[src/rtl/dmul_rot_lfsr_param_if.sv]
// Start/busy/done handshake and result bus of the rotating-LFSR stochastic multiplier.
//   start, mode, iA, iB : request side (driven by the master)
//   busy, done, oBit, oC: status/result side (driven by the multiplier)
interface dmul_rot_lfsr_param_if #(
  parameter int unsigned INWD = 8
);
  logic              start;
  logic              mode;
  logic [INWD-1:0]   iA;
  logic [INWD-1:0]   iB;
  logic              busy;
  logic              done;
  logic              oBit;
  logic [2*INWD-1:0] oC;

  modport master (
    output start, mode, iA, iB,
    input  busy, done, oBit, oC
  );

  modport slave (
    input  start, mode, iA, iB,
    output busy, done, oBit, oC
  );
endinterface

[src/rtl/dmul_rot_lfsr_param.sv]
// Deterministic stochastic multiplier: two maximal-length LFSR streams, with the
// B stream held for one cycle per period so every (A-state, B-state) pair meets
// exactly once over P*P cycles (P = 2^INWD-1). The count of product ones is then
// exact: A*B (unipolar, AND) or A*B + (P-A)*(P-B) (bipolar, XNOR).
// Ports:
//   clk  : rising-edge clock
//   rst  : synchronous active-high reset
//   bus  : slave side of dmul_rot_lfsr_param_if
//          start/mode/iA/iB in; busy/done (registered), oBit (from registers), oC out
module dmul_rot_lfsr_param #(
  parameter int unsigned     INWD  = 8,
  parameter logic [INWD-1:0] TAPS  = INWD'(8'hB8),
  parameter logic [INWD-1:0] SEEDA = INWD'(1),
  parameter logic [INWD-1:0] SEEDB = INWD'(1)
) (
  input  logic                  clk,
  input  logic                  rst,
  dmul_rot_lfsr_param_if.slave  bus
);

  localparam int unsigned CW = 2 * INWD;
  // Last phase / rotation index, P-1 = 2^INWD-2
  localparam logic [INWD-1:0] LAST = {{(INWD-1){1'b1}}, 1'b0};

  typedef enum logic {IDLE, RUN} state_t;

  state_t          state;
  logic [INWD-1:0] lfsr_a;
  logic [INWD-1:0] lfsr_b;
  logic [INWD-1:0] a_reg;
  logic [INWD-1:0] b_reg;
  logic            mode_reg;
  logic [INWD-1:0] pc;
  logic [INWD-1:0] rc;
  logic [CW-1:0]   c_reg;
  logic            busy_r;
  logic            done_r;

  logic            bit_a;
  logic            bit_b;
  logic            prod;

  function automatic logic [INWD-1:0] lfsr_next(input logic [INWD-1:0] s);
    return {s[INWD-2:0], ^(s & TAPS)};
  endfunction

  // Stream bits: LFSR states 1..P map to thresholds 0..P-1 against the operand
  assign bit_a = (lfsr_a - INWD'(1)) < a_reg;
  assign bit_b = (lfsr_b - INWD'(1)) < b_reg;
  assign prod  = (state == RUN) && (mode_reg ? ~(bit_a ^ bit_b) : (bit_a & bit_b));

  assign bus.busy = busy_r;
  assign bus.done = done_r;
  assign bus.oBit = prod;
  assign bus.oC   = c_reg;

  // Control FSM, stream generators and ones counter
  always_ff @(posedge clk) begin
    if (rst) begin
      state    <= IDLE;
      lfsr_a   <= SEEDA;
      lfsr_b   <= SEEDB;
      a_reg    <= '0;
      b_reg    <= '0;
      mode_reg <= 1'b0;
      pc       <= '0;
      rc       <= '0;
      c_reg    <= '0;
      busy_r   <= 1'b0;
      done_r   <= 1'b0;
    end else begin
      done_r <= 1'b0;
      case (state)
        IDLE: begin
          if (bus.start) begin
            a_reg    <= bus.iA;
            b_reg    <= bus.iB;
            mode_reg <= bus.mode;
            lfsr_a   <= SEEDA;
            lfsr_b   <= SEEDB;
            pc       <= '0;
            rc       <= '0;
            c_reg    <= '0;
            busy_r   <= 1'b1;
            state    <= RUN;
          end
        end
        RUN: begin
          c_reg  <= c_reg + CW'(prod);
          lfsr_a <= lfsr_next(lfsr_a);
          // Holding B on the last phase shifts its alignment to A by one each period
          if (pc != LAST) begin
            lfsr_b <= lfsr_next(lfsr_b);
            pc     <= pc + INWD'(1);
          end else begin
            pc <= '0;
            if (rc == LAST) begin
              rc     <= '0;
              busy_r <= 1'b0;
              done_r <= 1'b1;
              state  <= IDLE;
            end else begin
              rc <= rc + INWD'(1);
            end
          end
        end
        default: state <= IDLE;
      endcase
    end
  end

endmodule

[src/flat_wrapper.sv]
// flat-port wrapper written by rule: the top's interface ports become plain ports
module dmul_rot_lfsr_param_flat 
#(
  parameter int unsigned     INWD  = 8,
  parameter logic [INWD-1:0] TAPS  = INWD'(8'hB8),
  parameter logic [INWD-1:0] SEEDA = INWD'(1),
  parameter logic [INWD-1:0] SEEDB = INWD'(1)
)
  (clk, rst, bus_start, bus_mode, bus_iA, bus_iB, bus_busy, bus_done, bus_oBit, bus_oC);
  dmul_rot_lfsr_param_if #(.INWD(INWD)) bus_i ();
  input  logic clk;
  input  logic rst;
  input wire logic [$bits(bus_i.start)-1:0] bus_start;
  input wire logic [$bits(bus_i.mode)-1:0] bus_mode;
  input wire logic [$bits(bus_i.iA)-1:0] bus_iA;
  input wire logic [$bits(bus_i.iB)-1:0] bus_iB;
  output wire logic [$bits(bus_i.busy)-1:0] bus_busy;
  output wire logic [$bits(bus_i.done)-1:0] bus_done;
  output wire logic [$bits(bus_i.oBit)-1:0] bus_oBit;
  output wire logic [$bits(bus_i.oC)-1:0] bus_oC;
  assign bus_i.start = bus_start;
  assign bus_i.mode = bus_mode;
  assign bus_i.iA = bus_iA;
  assign bus_i.iB = bus_iB;
  assign bus_busy = bus_i.busy;
  assign bus_done = bus_i.done;
  assign bus_oBit = bus_i.oBit;
  assign bus_oC = bus_i.oC;
  dmul_rot_lfsr_param #(.INWD(INWD), .TAPS(TAPS), .SEEDA(SEEDA), .SEEDB(SEEDB)) u_core (.clk(clk), .rst(rst), .bus(bus_i));
endmodule
[config.mk]
export PLATFORM = sky130hd
export DESIGN_NAME = dmul_rot_lfsr_param_flat
export DESIGN_NICKNAME = d
export VERILOG_FILES = /design/src/rtl/dmul_rot_lfsr_param_if.sv /design/src/rtl/dmul_rot_lfsr_param.sv /design/src/flat_wrapper.sv
export SDC_FILE = /design/constraint.sdc
export NUM_CORES = 1
export LEC_CHECK = 0
export BUFFER_PORTS_ARGS = -buffer_cell sky130_fd_sc_hd__buf_2
export CAP_MARGIN = 30
export CELL_PAD_IN_SITES_DETAIL_PLACEMENT = 2
export CELL_PAD_IN_SITES_GLOBAL_PLACEMENT = 2
export CORE_MARGIN = 2
export CORE_UTILIZATION = 35
export DETAILED_ROUTE_END_ITERATION = 12
export MAX_ROUTING_LAYER = met4
export PLACE_DENSITY = 0.89
export SYNTH_ARGS = -nofsm -noshare
export SYNTH_HDL_FRONTEND = slang
export SYNTH_SLANG_ARGS = --single-unit
[constraint.sdc]
create_clock -name clk -period 5.9 [get_ports clk]
set_input_delay 0.59 -clock clk [delete_from_list [all_inputs] [get_ports clk]]
set_output_delay 0.59 -clock clk [all_outputs]
set_load 0.005 [all_outputs]
# Word level (Yosys, flattened, before mapping)
# Index checks and enable logic that the tools add are counted.
# Widths: inputs -> output; s select.
[classes]
add_sub_neg = 5
magnitude_cmp = 2
eq_ne = 6
muxes = 22
bitwise_logic = 4
reduce_logical = 8
[ops]
columns = ["op", "count"]
rows = [
  ["$pmux 8 s2", 4],
  ["$mux 8", 6],
  ["$pmux 16 s2", 1],
  ["$add 16x1->16", 1],
  ["$add 8x1->8 const B", 2],
  ["$lt 8x8->1", 2],
  ["$mux 16", 1],
  ["$reduce_xor 8->1", 2],
  ["$sub 8x1->8 const B", 2],
  ["$eq 8x8->1 const B", 1],
  ["$mux 1", 8],
  ["$ne 2x2->1 const B", 4],
  ["$ne 8x8->1 const B", 1],
  ["$reduce_and 2->1", 3],
  ["$pmux 1 s2", 2],
  ["$reduce_and 3->1", 1],
  ["$reduce_or 3->1", 1],
  ["$not 1->1", 2],
  ["$and 1x1->1", 1],
  ["$logic_and 1x1->1", 1],
  ["$xor 1x1->1", 1],
]
[word_totals]
reg_bits = 68
input_bits = 20
out_inout_bits = 19
elab_cells = 58

# Depth between registers and ports, before layout
[depth]
word_depth = 8
ltp_mapped = 16
depth_no_buf = 16

# Worst setup path before layout
# OpenSTA, ideal clock, no wires.
[synth_timing]
kind = "flip-flop to flip-flop"
from = "reg u_core.lfsr_a[0]"
to = "reg u_core.c_reg[12], in the netlist u_core.bus.oC[12]"
setup_time_ns = 0.121
t_arrival_ns = 3.518
t_required_ns = 5.779
path_slack_ns = 2.261
stages_incl_launch_ff = 16
n_path_buf = 0
period_less_slack_ns = 3.639
path_cell_list = "dfxtp_1 inv_1 ha_1 xor2_1 ha_1 a21o_1 a31oi_1 o21ai_0 a221oi_1 ha_1 a211oi_1 ha_1 nand2_1 nor4_2 nand4_1 mux2_2"
[synth_between]
elab_chain_cells = 8
word_cells_on_any_way = 9
classes_between = "add/sub: 2; order compare: 1; mux: 2; bitwise: 3; reduce/logical: 1"
[synth_rtl]
columns = ["item", "line_no", "rtl"]
rows = [
  ["from (decl)", "dmul_rot_lfsr_param.sv:28", "logic [INWD-1:0] lfsr_a;"],
  ["from (signal assigned)", "dmul_rot_lfsr_param.sv:90", "lfsr_a <= lfsr_next(lfsr_a);"],
  ["$sub 8x1->8 *", "dmul_rot_lfsr_param.sv:48", "assign bit_a = (lfsr_a - INWD'(1)) < a_reg;"],
  ["$lt 8x8->1 *", "dmul_rot_lfsr_param.sv:48", ""],
  ["$xor 1x1->1", "dmul_rot_lfsr_param.sv:50", "assign prod = (state == RUN) && (mode_reg ? ~(bit_a ^ bit_b) : (bit_a & bit_b));"],
  ["$not 1->1", "dmul_rot_lfsr_param.sv:50", ""],
  ["$mux 1 *", "dmul_rot_lfsr_param.sv:50", ""],
  ["$logic_and 1x1->1 *", "dmul_rot_lfsr_param.sv:50", ""],
  ["named net bus_oBit", "flat_wrapper.sv:19", "output wire logic [$bits(bus_i.oBit)-1:0] bus_oBit;"],
  ["$add 16x1->16 *", "dmul_rot_lfsr_param.sv:89", "c_reg <= c_reg + CW'(prod);"],
  ["$pmux 16 s2 *", "dmul_rot_lfsr_param.sv:73", "case (state)"],
  ["to (signal assigned)", "dmul_rot_lfsr_param.sv:89", ""],
  ["to (decl)", "dmul_rot_lfsr_param.sv:35", "logic [CW-1:0] c_reg;"],
]
# Mark *: on every way through the listed nets, which the timed path passes. The rest lies on a longest branch.
# A chain may end at the register's enable or synchronous reset.

# Worst setup path in the final report
[layout_timing]
from = "reg u_core.lfsr_a[0]"
to = "reg u_core.c_reg[12], in the netlist u_core.bus.oC[12]"
[layout_between]
elab_chain_cells = 8
word_cells_on_any_way = 9
classes_between = "add/sub: 2; order compare: 1; mux: 2; bitwise: 3; reduce/logical: 1"
[layout_rtl]
columns = ["item", "line_no"]
rows = [
  ["$sub 8x1->8 *", "dmul_rot_lfsr_param.sv:48"],
  ["$lt 8x8->1 *", "dmul_rot_lfsr_param.sv:48"],
  ["$xor 1x1->1", "dmul_rot_lfsr_param.sv:50"],
  ["$not 1->1", "dmul_rot_lfsr_param.sv:50"],
  ["$mux 1 *", "dmul_rot_lfsr_param.sv:50"],
  ["$logic_and 1x1->1 *", "dmul_rot_lfsr_param.sv:50"],
  ["$add 16x1->16 *", "dmul_rot_lfsr_param.sv:89"],
  ["$pmux 16 s2 *", "dmul_rot_lfsr_param.sv:73"],
]
# Every way passes the cells marked *; elsewhere a longest branch is shown, timed or not.

==> metrics.txt <==
DP HPWL=8030 µm; fmax=235 MHz; commonest non-fill, non-tap cell in the layout=nand2_1; Clk pwr share=38.4%; # IOs=39; setup ws final=1.65 ns; input/output buffers=38; # rows=37; Via Count=3425; fin nets=531; Synthesis Warnings=0; number of global-route vias before repair=3787; core footprint=10200 µm²; period utilisation layout=72.0%; max_slew headroom=44.7%; grt total ovfl=0; post-synthesis sequential area ratio=37.1%; Post-Layout Inst Area=4150 µm²; via density per instance=5.46; synthesized net count=502; drt wl/cell=17.8 µm; post-CTS setup buffer count=0; combinational share of power=13.3%; status=finished clean; initial antenna violation count=0; startpoint types=register; area grow syn2layout=13.2%; grt met2 use=39.0%; R2R setup slack=1.65 ns; top cell type's share of synthesized area=37.1%; worst hold path type=in -> reg; Sw Ratio=28.2%; Clk Latency, worst-skew pair=0.37 ns; Worst-path clk slew=0.08 ns; RSZ-0062 raised after global routing=no; CTS Buffer Depth=2; n_diodes=0; Largest register FFs=16; Yosys reg bits=68; initial core utilization=35.8%; sequential share of power=48.3%; Max-Cap Viols=0; Die H=106 µm; Power Internal=714 µW; most frequent cells in the layout=72 x nand2_1, 68 x dfxtp_1, 54 x a21oi_1, 38 x buf_2, 31 x inv_1; Mapped Area=3670 µm²; syn avg cell area=8.02 µm²; CP dominant cell by count=ha_1; crit path kind=reg -> reg; setup TNS=0 ns; synth unique cells=52; die area=11300 µm²; Worst Tran Pin Value=0.824 ns; CP max FO=7; TritonCTS clock tree=yes; WP data required=6.16 ns; hold_ws=0.454 ns; Fin. Hold Viols=0; First-pass DRT Iterations=4; max-slew violations=0; Pleak=0.00166 µW; GR Util met1=23.2%; Setup Skew=0.0104 ns; Mapped Cells=457; VDD IR-drop max=0.0964 mV; Post-Place Setup Slack=1.63 ns; post_cts resized=0; ys async rst share=0%; # setup viols final=0; Antenna Nets Post-Route=0; total net switching power=280 µW; CTS sink cnt=68; share of layout cells above drive strength 1=13.8%; sequence of cells on the critical path=inv_1 -> ha_1 -> xor2_1 -> ha_1 -> a21o_1 -> a31oi_1 -> o21ai_0 -> a221oi_1 -> ha_1 -> a211oi_1 -> ha_1 -> nand2_1 -> nor4_2 -> nand4_1 -> mux2_2; top cells by area, synth=dfxtp_1 37%, ha_1 8.5%, a21oi_1 7.4%; top_reg_cell synth=dfxtp_1; largest net degree at the start of global routing=73; placer congestion estimate=0.808; root buffer cell=clkbuf_8; placed inst area=3970 µm²; first-pass GRT wire length=18800 µm; slowest CP cell=nor4_2; min cycle time layout=4.25 ns; DRC errors left=0; cts bufs inserted=9; GR Util All Layers=21.7%; Worst setup EP type=register; crit path DAT=4.51 ns; hold buffer count at CTS=0; CTS HTree Levels=3; max incr delay on CP=0.50 ns; Post-synth EDFFs=0; First DRT Iteration DRCs=123; Power Density=239 nW/µm²; met3 Usage GRT=5.70%; drt total wl=11200 µm; area leader, netlist=dfxtp_1; Die X=106 µm; grt peak-use layer=met2
==> cell usage after synthesis, drive strengths merged, types with 3 or more instances <==
master	count
nand2b	3
and3	8
nor3	8
nand2	72
nand3b	4
mux2	5
buf	11
or4	3
nor2	24
ha	25
nand4b	3
a41oi	4
clkbuf	14
o311ai	3
nor4	5
and4	3
nor2b	4
o31ai	4
a21oi	54
nand4	6
a21o	6
xor2	7
a31oi	4
a311oi	5
o21ai	11
nand3	22
xnor2	8
inv	31
a211oi	6
nor3b	8
dfxtp	68
==> worst paths after layout <==
check,startpoint,to,depth (start not counted)
max,u_core.lfsr_a[0],u_core.bus.oC[12],15
min,bus_iA[1],u_core.a_reg[1],3
max reg2reg,u_core.lfsr_a[0],u_core.bus.oC[12],15
min reg2reg,u_core.a_reg[1],u_core.a_reg[1],2
==> layout make-up <==
type	instances	area (µm²)
Fill cell	1175	6080
Multi-Input combinational cell	333	2090
Sequential cell	68	1360
Timing Repair Buffer	43	228
Tap cell	136	170
Clock buffer	11	131
Inverter	31	116
Clock inverter	5	52.6
==> layer usage <==
layer | wire [µm] | part of all wire (%) | vias to the layer above
li1 | - | - | 1684
met1 | 4750 | 43 | 1669
met2 | 5820 | 52 | 55
met3 | 435 | 3.9 | 17
met4 | 165 | 1.5 | 0
met5 | 0 | 0 | -
==> kinds of logic after synthesis <==
group | share of synthesized area, %
AOI/OAI and AO/OA | 18.4
xor gates and xnor gates | 3.58
adders and majority gates | 8.53
buffers and inverters | 5.90
DFF | 37.1
muxes | 1.81
and+or+nand+nor | 24.7
==> metrics by stage <==
| stage | total power [µW] | std cells | utilization [%] |
|---|---|---|---|
| global placement | 610 | 610 | 38.7 |
| CTS | 1010 | 627 | 40.6 |
| global route | 1040 | 627 | 40.6 |
| floorplan | 578 | 457 | - |
| detailed placement | 623 | 611 | 38.8 |
| finish | 994 | 627 | 40.6 |
==> power by group through the flow <==
stage	Clock, µW	Sequential [µW]	Combinational [µW]
finish	382	480	132
global route	413	482	150
CTS	398	480	134
detailed placement	0	491	132
global placement	0	489	121
floorplan	0	488	89.8
==> worst max-delay path: cells and delay by family (launching register included) <==
family	cells	cell delay [ns]
buffers and inverters	1	0.09
multiplexers	1	0.29
AND/OR/NAND/NOR	3	0.83
XOR/XNOR	1	0.16
adder cells (fa/ha/maj)	4	1.14
AO/OA/AOI/OAI	5	1.20
flip-flops	1	0.41
Power figures use the tool's default switching activity.
